==> config.mk <==
export PLATFORM = sky130hd
export DESIGN_NAME = multicycle_control
export DESIGN_NICKNAME = d
export VERILOG_FILES = /design/src/rtl/multicycle_control.sv
export SDC_FILE = /design/constraint.sdc
export NUM_CORES = 1
export LEC_CHECK = 0
export CAP_MARGIN = 15
export CORE_MARGIN = 4
export CORE_UTILIZATION = 40
export DETAILED_ROUTE_END_ITERATION = 10
export GPL_TIMING_DRIVEN = 0
export PLACE_DENSITY = 0.67
export SLEW_MARGIN = 25
export SYNTH_ARGS = -nofsm -noshare
export SYNTH_HDL_FRONTEND = slang
export SYNTH_SLANG_ARGS = --single-unit
==> constraint.sdc <==
create_clock -name clk -period 2.5 [get_ports clk]
set_input_delay 0.625 -clock clk [delete_from_list [all_inputs] [get_ports clk]]
set_output_delay 0.625 -clock clk [all_outputs]
set_load 0.05 [all_outputs]
==> src/rtl/multicycle_control.sv <==
// Main control FSM for a multicycle MIPS-style datapath, with Moore control decode and a retired-instruction counter.
// Define MEM_READY_EN to make FETCH, MEM_RD and MEM_WR wait on the mem_ready handshake.
module multicycle_control #(
  parameter int unsigned COUNT_W = 32
) (
  input  logic               clk,
  input  logic               rst,
  input  logic [5:0]         opcode,
  input  logic               mem_ready,
  output logic               pc_write,
  output logic               pc_write_eq,
  output logic               pc_write_ne,
  output logic               iord,
  output logic               mem_read,
  output logic               mem_write,
  output logic               ir_write,
  output logic               reg_dst,
  output logic               reg_write,
  output logic               mem_to_reg,
  output logic               alu_src_a,
  output logic [1:0]         alu_src_b,
  output logic [1:0]         aluop,
  output logic [1:0]         pc_source,
  output logic [3:0]         state,
  output logic               instr_done,
  output logic               illegal_op,
  output logic [COUNT_W-1:0] instr_count
);

  localparam int unsigned STATE_W = 4;

  localparam logic [STATE_W-1:0] FETCH    = 4'd0;
  localparam logic [STATE_W-1:0] DECODE   = 4'd1;
  localparam logic [STATE_W-1:0] MEM_ADDR = 4'd2;
  localparam logic [STATE_W-1:0] MEM_RD   = 4'd3;
  localparam logic [STATE_W-1:0] MEM_WB   = 4'd4;
  localparam logic [STATE_W-1:0] MEM_WR   = 4'd5;
  localparam logic [STATE_W-1:0] R_EXEC   = 4'd6;
  localparam logic [STATE_W-1:0] R_WB     = 4'd7;
  localparam logic [STATE_W-1:0] BRANCH   = 4'd8;
  localparam logic [STATE_W-1:0] JUMP     = 4'd9;
  localparam logic [STATE_W-1:0] I_EXEC   = 4'd10;
  localparam logic [STATE_W-1:0] I_WB     = 4'd11;

  localparam logic [5:0] OP_RTYPE = 6'b000000;
  localparam logic [5:0] OP_J     = 6'b000010;
  localparam logic [5:0] OP_BEQ   = 6'b000100;
  localparam logic [5:0] OP_BNE   = 6'b000101;
  localparam logic [5:0] OP_ADDI  = 6'b001000;
  localparam logic [5:0] OP_LW    = 6'b100011;
  localparam logic [5:0] OP_SW    = 6'b101011;

  logic [STATE_W-1:0] state_q;
  logic [STATE_W-1:0] state_d;
  logic [COUNT_W-1:0] count_q;
  logic               retire_c;
  logic               mem_ok;

  // Memory-side completion: tied high when the handshake is compiled out.
`ifdef MEM_READY_EN
  assign mem_ok = mem_ready;
`else
  logic unused_mem_ready;
  assign unused_mem_ready = mem_ready;
  assign mem_ok           = 1'b1;
`endif

  assign state       = state_q;
  assign instr_count = count_q;

  always_ff @(posedge clk) begin
    if (rst) begin
      state_q <= FETCH;
      count_q <= '0;
    end else begin
      state_q <= state_d;
      if (retire_c) begin
        count_q <= count_q + COUNT_W'(1);
      end
    end
  end

  // Next-state and Moore control decode; rst masks every strobe last.
  always_comb begin
    state_d     = state_q;
    retire_c    = 1'b0;
    pc_write    = 1'b0;
    pc_write_eq = 1'b0;
    pc_write_ne = 1'b0;
    iord        = 1'b0;
    mem_read    = 1'b0;
    mem_write   = 1'b0;
    ir_write    = 1'b0;
    reg_dst     = 1'b0;
    reg_write   = 1'b0;
    mem_to_reg  = 1'b0;
    alu_src_a   = 1'b0;
    alu_src_b   = 2'b00;
    aluop       = 2'b00;
    pc_source   = 2'b00;
    instr_done  = 1'b0;
    illegal_op  = 1'b0;

    case (state_q)
      FETCH: begin
        mem_read  = 1'b1;
        alu_src_b = 2'b01;
        ir_write  = mem_ok;
        pc_write  = mem_ok;
        if (mem_ok) begin
          state_d = DECODE;
        end
      end
      DECODE: begin
        alu_src_b = 2'b11;
        case (opcode)
          OP_LW, OP_SW:   state_d = MEM_ADDR;
          OP_RTYPE:       state_d = R_EXEC;
          OP_BEQ, OP_BNE: state_d = BRANCH;
          OP_J:           state_d = JUMP;
          OP_ADDI:        state_d = I_EXEC;
          default: begin
            state_d    = FETCH;
            illegal_op = 1'b1;
          end
        endcase
      end
      MEM_ADDR: begin
        alu_src_a = 1'b1;
        alu_src_b = 2'b10;
        state_d   = (opcode == OP_SW) ? MEM_WR : MEM_RD;
      end
      MEM_RD: begin
        mem_read = 1'b1;
        iord     = 1'b1;
        if (mem_ok) begin
          state_d = MEM_WB;
        end
      end
      MEM_WB: begin
        reg_write  = 1'b1;
        mem_to_reg = 1'b1;
        retire_c   = 1'b1;
        state_d    = FETCH;
      end
      MEM_WR: begin
        mem_write = 1'b1;
        iord      = 1'b1;
        if (mem_ok) begin
          retire_c = 1'b1;
          state_d  = FETCH;
        end
      end
      R_EXEC: begin
        alu_src_a = 1'b1;
        aluop     = 2'b10;
        state_d   = R_WB;
      end
      R_WB: begin
        reg_write = 1'b1;
        reg_dst   = 1'b1;
        retire_c  = 1'b1;
        state_d   = FETCH;
      end
      BRANCH: begin
        alu_src_a   = 1'b1;
        aluop       = 2'b01;
        pc_source   = 2'b01;
        pc_write_eq = (opcode == OP_BEQ);
        pc_write_ne = (opcode == OP_BNE);
        retire_c    = 1'b1;
        state_d     = FETCH;
      end
      JUMP: begin
        pc_write  = 1'b1;
        pc_source = 2'b10;
        retire_c  = 1'b1;
        state_d   = FETCH;
      end
      I_EXEC: begin
        alu_src_a = 1'b1;
        alu_src_b = 2'b10;
        state_d   = I_WB;
      end
      I_WB: begin
        reg_write = 1'b1;
        retire_c  = 1'b1;
        state_d   = FETCH;
      end
      default: state_d = FETCH;
    endcase

    instr_done = retire_c;

    if (rst) begin
      pc_write    = 1'b0;
      pc_write_eq = 1'b0;
      pc_write_ne = 1'b0;
      iord        = 1'b0;
      mem_read    = 1'b0;
      mem_write   = 1'b0;
      ir_write    = 1'b0;
      reg_dst     = 1'b0;
      reg_write   = 1'b0;
      mem_to_reg  = 1'b0;
      alu_src_a   = 1'b0;
      alu_src_b   = 2'b00;
      aluop       = 2'b00;
      pc_source   = 2'b00;
      instr_done  = 1'b0;
      illegal_op  = 1'b0;
    end
  end

endmodule

==> impl_metrics.tcl, run 1 <==
set metrics [dict create \
    outcome "finished clean" \
    slew_headroom 0.628 \
    die_y_um 81.7 \
    cts.sinks 36 \
    drtIter0Drc 52 \
    worst_setup_path_end_kind "output pin" \
    most-common-layout-cells "dfxtp_1 (36), clkdlybuf4s50_1 (36), nor2_1 (22), a21oi_1 (22), nand2_1 (14)" \
    yosys_warnings 0 \
    fill_cells 483 \
    syn_area_um2 2170 \
    min_period_over_period 0.971 \
    vias_per_cell 5.66 \
    place_congestion 0.825 \
    maxCapViolations 0 \
    cp.required_ps 1880 \
    via_count 2297 \
    cp.arrival_ps 1800 \
    hold_ws_ps 505 \
    wire_per_inst_um 15.0 \
    synth_top_family_by_area "simple AND/OR/NAND/NOR gates" \
    dp_cells 397 \
    cts_buffer_depth 2 \
    synth_xor_area_frac 0.0317 \
    drive_gt1_frac 0.223 \
    finalCoreUtilization 0.588 \
    postSynthCellCount 266 \
    first_pass_iters 4 \
    fin_nets 345 \
    cts_tree "yes" \
    core-area_um2 5170 \
    skew_ps 10.7 \
    synth_seq_cells 36 \
    synthToLayoutAreaGrowth_pct 40.0 \
    clockRootBuffer "clkbuf_8" \
    syn_nets 276 \
    drt-total-wl_um 6080 \
    p_leak_nw 1.05 \
    track_usage 0.193 \
    fin_crit_ps 2430 \
    power_density_nw_per_um2 403 \
    drcViolationCount 0 \
    grt_overflow 0 \
    hpwl_um 4480 \
    rows 26 \
    worst-path-max-fanout 10 \
    synth_edf_count 0 \
    start_util 0.420 \
    fin_cells 406 \
    irDropWorstVdd_mv 0.298 \
    yosys.area_share.simple 0.389 \
    cts_buffers 5 \
    first_global_vias 2115 \
    drv_slew 0 \
    diodes 0 \
    clk_latency_ps 300 \
    seqCellArea_um2 721 \
    grt_pass1_wl_um 10100 \
    clkTransAtPathRegs_ps 70 \
    setup-violations-final 0 \
    tightest_slew_ps 558 \
    fin_setup_tns_ps 0 \
    startpoint_type "register" \
    max_freq_ghz 0.412 \
    die_w_um 81.7 \
    multi_input_area_um2 1430 \
    ctsHoldBuffers 0 \
    synthFlopType "dfxtp_1" \
    synth_mux_area_frac 0.0415 \
    synthAdderAreaFrac 0.0104 \
    antenna_found_initial 0 \
    yosysSeqAreaShare 0.332 \
    hold_viol_final 0 \
    grt_start_max_net_pins 12 \
    cts_max_level 2 \
    syn_area_per_cell_um2 8.17 \
    io_pins 64 \
    async_reset_ff_frac 0 \
    ys_types 45 \
    rsz0062_at_grt "true" \
    dieArea_um2 6680 \
    place.port_buffers 61 \
    synth_compound_area_frac 0.152 \
    critical_path_class "reg -> out" \
    hp-class "reg -> reg" \
    ant_nets 0 \
]
worst max-delay path: stages (launching register included):
cell and delay (ps):
dfxtp_1 510, clkbuf_1 370, and3_1 250, clkdlybuf4s15_2 380
report_power, final:
part,internal (mW),switching [mW],total [mW]
Sequential,0.575,0.00349,0.579
Clock,0.296,0.218,0.514
Combinational,0.0448,0.0904,0.135
Total,0.916,0.311,1.23
cells in the mapped netlist (all sizes together), types with 4 or more instances:
library cell,instances,area share
dfxtp,36,0.33
a21oi,24,0.055
nor2,24,0.041
nand2,14,0.024
or4,13,0.048
nand3,12,0.028
o21ai,12,0.028
clkbuf,11,0.019
or3,11,0.033
nand4,10,0.036
nor2b,10,0.029
o31ai,10,0.035
nor4,9,0.043
mux2,8,0.041
and3,7,0.020
nor3,7,0.016
buf,6,0.018
xor2,6,0.028
inv,4,0.0069
nor4b,4,0.016
or2,4,0.012
timing repair:
action | CTS | global route
pin swaps | 1 | 1
gates resized for setup | 119 | 11
cloned | 0 | 0
setup buffers | 1 | 0
setup endpoints to repair | 19 | 7
cells by family (layout without fill, tap and decap cells):
logic type      after synthesis  count (layout)
compound gates               55              55
xor+xnor                      7               7
fa+ha+maj                     2               2
buf+inv                      21              91
flops                        36              36
mux                           8               8
simple gates                137             137
routing by layer:
metal  routed length (µm)  part of all wire  GRT usage  up-vias
met5                    0                 0          0        -
li1                     -                 -          -     1137
met4                  103             0.017     0.0781        0
met1                 2880              0.47      0.253     1101
met2                 2860              0.47      0.313       49
met3                  230             0.038     0.0340       10
layout make-up:
| class | count | share of cell area |
|---|---|---|
| multi-input cells | 209 | 0.471 |
| flip-flops and latches | 36 | 0.237 |
| repair buffers | 62 | 0.187 |
| plain buffers | 17 | 0.0362 |
| well taps | 70 | 0.0288 |
| clock buffers | 6 | 0.0238 |
| clock inverters | 2 | 0.0115 |
| inverters | 4 | 0.00493 |
metrics by stage:
| stage | area, µm² | power (mW) | setup slack [ps] |
|---|---|---|---|
| after CTS | 3040 | 1.23 | 19.7 |
| final | 3040 | 1.23 | 73.4 |
| after detailed placement | 2910 | 0.722 | -992 |
| after global placement | 2910 | 0.721 | -1010 |
| after global routing | 3040 | 1.27 | -29.3 |
| after floorplan | 2210 | 0.674 | -194 |
path summary, 6_finish.rpt:
kind                                startpoint  slack [ps]         endpoint  cells after the start
worst max-delay path                  state[3]          70     pc_source[1]                      3
worst min-delay path            instr_count[1]         510   instr_count[1]                      2
worst max register to register        state[3]         260  instr_count[30]                      5
worst min register to register  instr_count[1]         510   instr_count[1]                      2
registers in the layout (all words and copies together) (netlist names):
register	cells
instr_count	32
state	4
Note: power is estimated with default switching activity, not from simulation.
==> inputs of run 2 (changes only) <==
Settings changed: CORE_MARGIN 4 to 1.5, CORE_UTILIZATION 40 to 45, PLACE_DENSITY 0.67 to 0.75.
Clock period 2.5 ns to 2.7 ns, I/O delays scaled along.
==> impl_metrics.tcl, run 2 (synthesis gave the netlist of run 1 again) <==
set metrics [dict create \
    outcome "finished clean" \
    first_pass_iters 5 \
    irDropWorstVdd_mv 0.217 \
    slew_headroom 0.615 \
    hold_ws_ps 500 \
    place_area_um2 2880 \
    clockRootBuffer "clkbuf_8" \
    cts_buffers 5 \
    power_density_nw_per_um2 348 \
    worst_setup_path_end_kind "output pin" \
    diodes 0 \
    place_congestion 0.815 \
    fin_nets 343 \
    reg2reg_depth 5 \
    grt_pass1_wl_um 9120 \
    track_usage 0.216 \
    setup-violations-final 0 \
    cts.sinks 36 \
    antenna_found_initial 0 \
    fill_cells 435 \
    via_count 2295 \
    cp_cell_sequence "clkdlybuf4s50_1 -> nor3b_2 -> a21oi_1 -> o31ai_2 -> nor3_2 -> buf_4" \
    hp-class "reg -> reg" \
    cp.arrival_ps 1960 \
    fin_setup_tns_ps 0 \
    rsz0062_at_grt "false" \
    vias_per_cell 5.91 \
    reg2reg_slack_ps 490 \
    grt_overflow 0 \
    grt_start_max_net_pins 20 \
    skew_ps 9.40 \
    min_to "instr_count[21]" \
    hold_viol_final 0 \
    cts_buffer_depth 2 \
    core-area_um2 4690 \
    synthToLayoutAreaGrowth_pct 37.5 \
    drv_slew 0 \
    die_y_um 72.5 \
    startpoint_type "input port" \
    min_period_over_period 0.977 \
    wire_per_inst_um 14.3 \
    drive_gt1_frac 0.201 \
    clk_latency_ps 290 \
    cts_max_level 2 \
    fin_area_um2 2990 \
    whs_path_depth 2 \
    hold_start "instr_count[21]" \
    rows 25 \
    max_freq_ghz 0.379 \
    cpMaxStageDelayCell "clkdlybuf4s50_1" \
    worst-path-max-fanout 5 \
    cpLargestDelayFamily "buffers and inverters" \
    fin_crit_ps 2640 \
    maxCapViolations 0 \
    first_global_vias 1982 \
    r2r-start "state[3]" \
    worst-path-buf-inv 2 \
    dieArea_um2 5260 \
    die_w_um 72.5 \
    largest_reg_flops 32 \
    drtIter0Drc 113 \
    tightest_slew_ps 577 \
    layout.cells.most_common "clkdlybuf4s50_1" \
    drt-total-wl_um 5570 \
    ant_nets 0 \
    worstReg2RegEnd "instr_count[31]" \
    critPathMaxStageDelay_ps 460 \
    cts_tree "yes" \
    hpwl_um 4100 \
    ctsHoldBuffers 0 \
    io_pins 64 \
    most-common-layout-cells "clkdlybuf4s50_1 (38), dfxtp_1 (36), a21oi_1 (24)" \
    clkTransAtPathRegs_ps 80 \
    start_util 0.463 \
    p_leak_nw 1.03 \
    place.port_buffers 61 \
    critical_path_class "in -> out" \
    drcViolationCount 0 \
    cp.required_ps 2030 \
]
==> run 2: changes by cell type in the layout (fill, tap and decap cells not counted), moves of 2 or more <==
cell | previous run | this run
buf_2 | 7 | 4
and3_1 | 5 | 7
clkdlybuf4s50_1 | 36 | 38
a21oi_2 | 2 | 0
a21oi_1 | 22 | 24
==> run 2: worst max-delay path by stage <==
stage,from,endpoint,slack [ps],cells after the start
after CTS,rst,pc_write,-7,5
final,opcode[2],illegal_op,60,6
after global routing,state[2],reg_write,3,4
after detailed placement,rst,instr_done,-890,5
after global placement,rst,alu_src_a,-890,5
after floorplan,rst,pc_write,-80,3
==> run 2: metrics by stage <==
stage	power [mW]	cells	setup WS [ps]	util
after floorplan	0.624	266	-78.9	-
after global placement	0.665	381	-893	0.614
after detailed placement	0.666	381	-891	0.614
after CTS	1.05	388	-7.08	0.632
after global routing	1.08	388	3.19	0.637
final	1.04	388	61.6	0.637
==> run 2: repair_timing <==
item,in CTS,in global routing
setup endpoints to repair,19,18
buffers inserted,0,0
gates resized for setup,106,13
==> run 2: final cells by class <==
type / instances / area, µm² / area share
inverters: 4 / 15.0 / 0.00502
repair buffers: 61 / 576 / 0.193
multi-input cells: 209 / 1430 / 0.478
clock inverters: 3 / 18.8 / 0.00628
plain buffers: 16 / 92.6 / 0.0310
clock buffers: 5 / 68.8 / 0.0230
well taps: 54 / 67.6 / 0.0226
flip-flops and latches: 36 / 721 / 0.241
==> run 2: metal layers <==
metal / track usage / wire [µm]
met5: 0 / 0
met4: 0.0692 / 94
met3: 0.0403 / 218
met2: 0.361 / 2730
met1: 0.282 / 2530
==> run 2: worst reg2reg max path, stage by stage, from the launching register on <==
cell     delay [ps]
dfxtp_1         500
xor2_2          340
nand3_1         290
buf_2           290
nor4_2          340
mux2_1          350
==> run 2: power breakdown <==
part | leakage, nW | switching, mW | internal [mW] | total, mW
Sequential | 0.290 | 0.00289 | 0.532 | 0.535
Clock | 0.0479 | 0.205 | 0.180 | 0.385
Combinational | 0.694 | 0.0813 | 0.0385 | 0.120
Total | 1.03 | 0.289 | 0.751 | 1.04
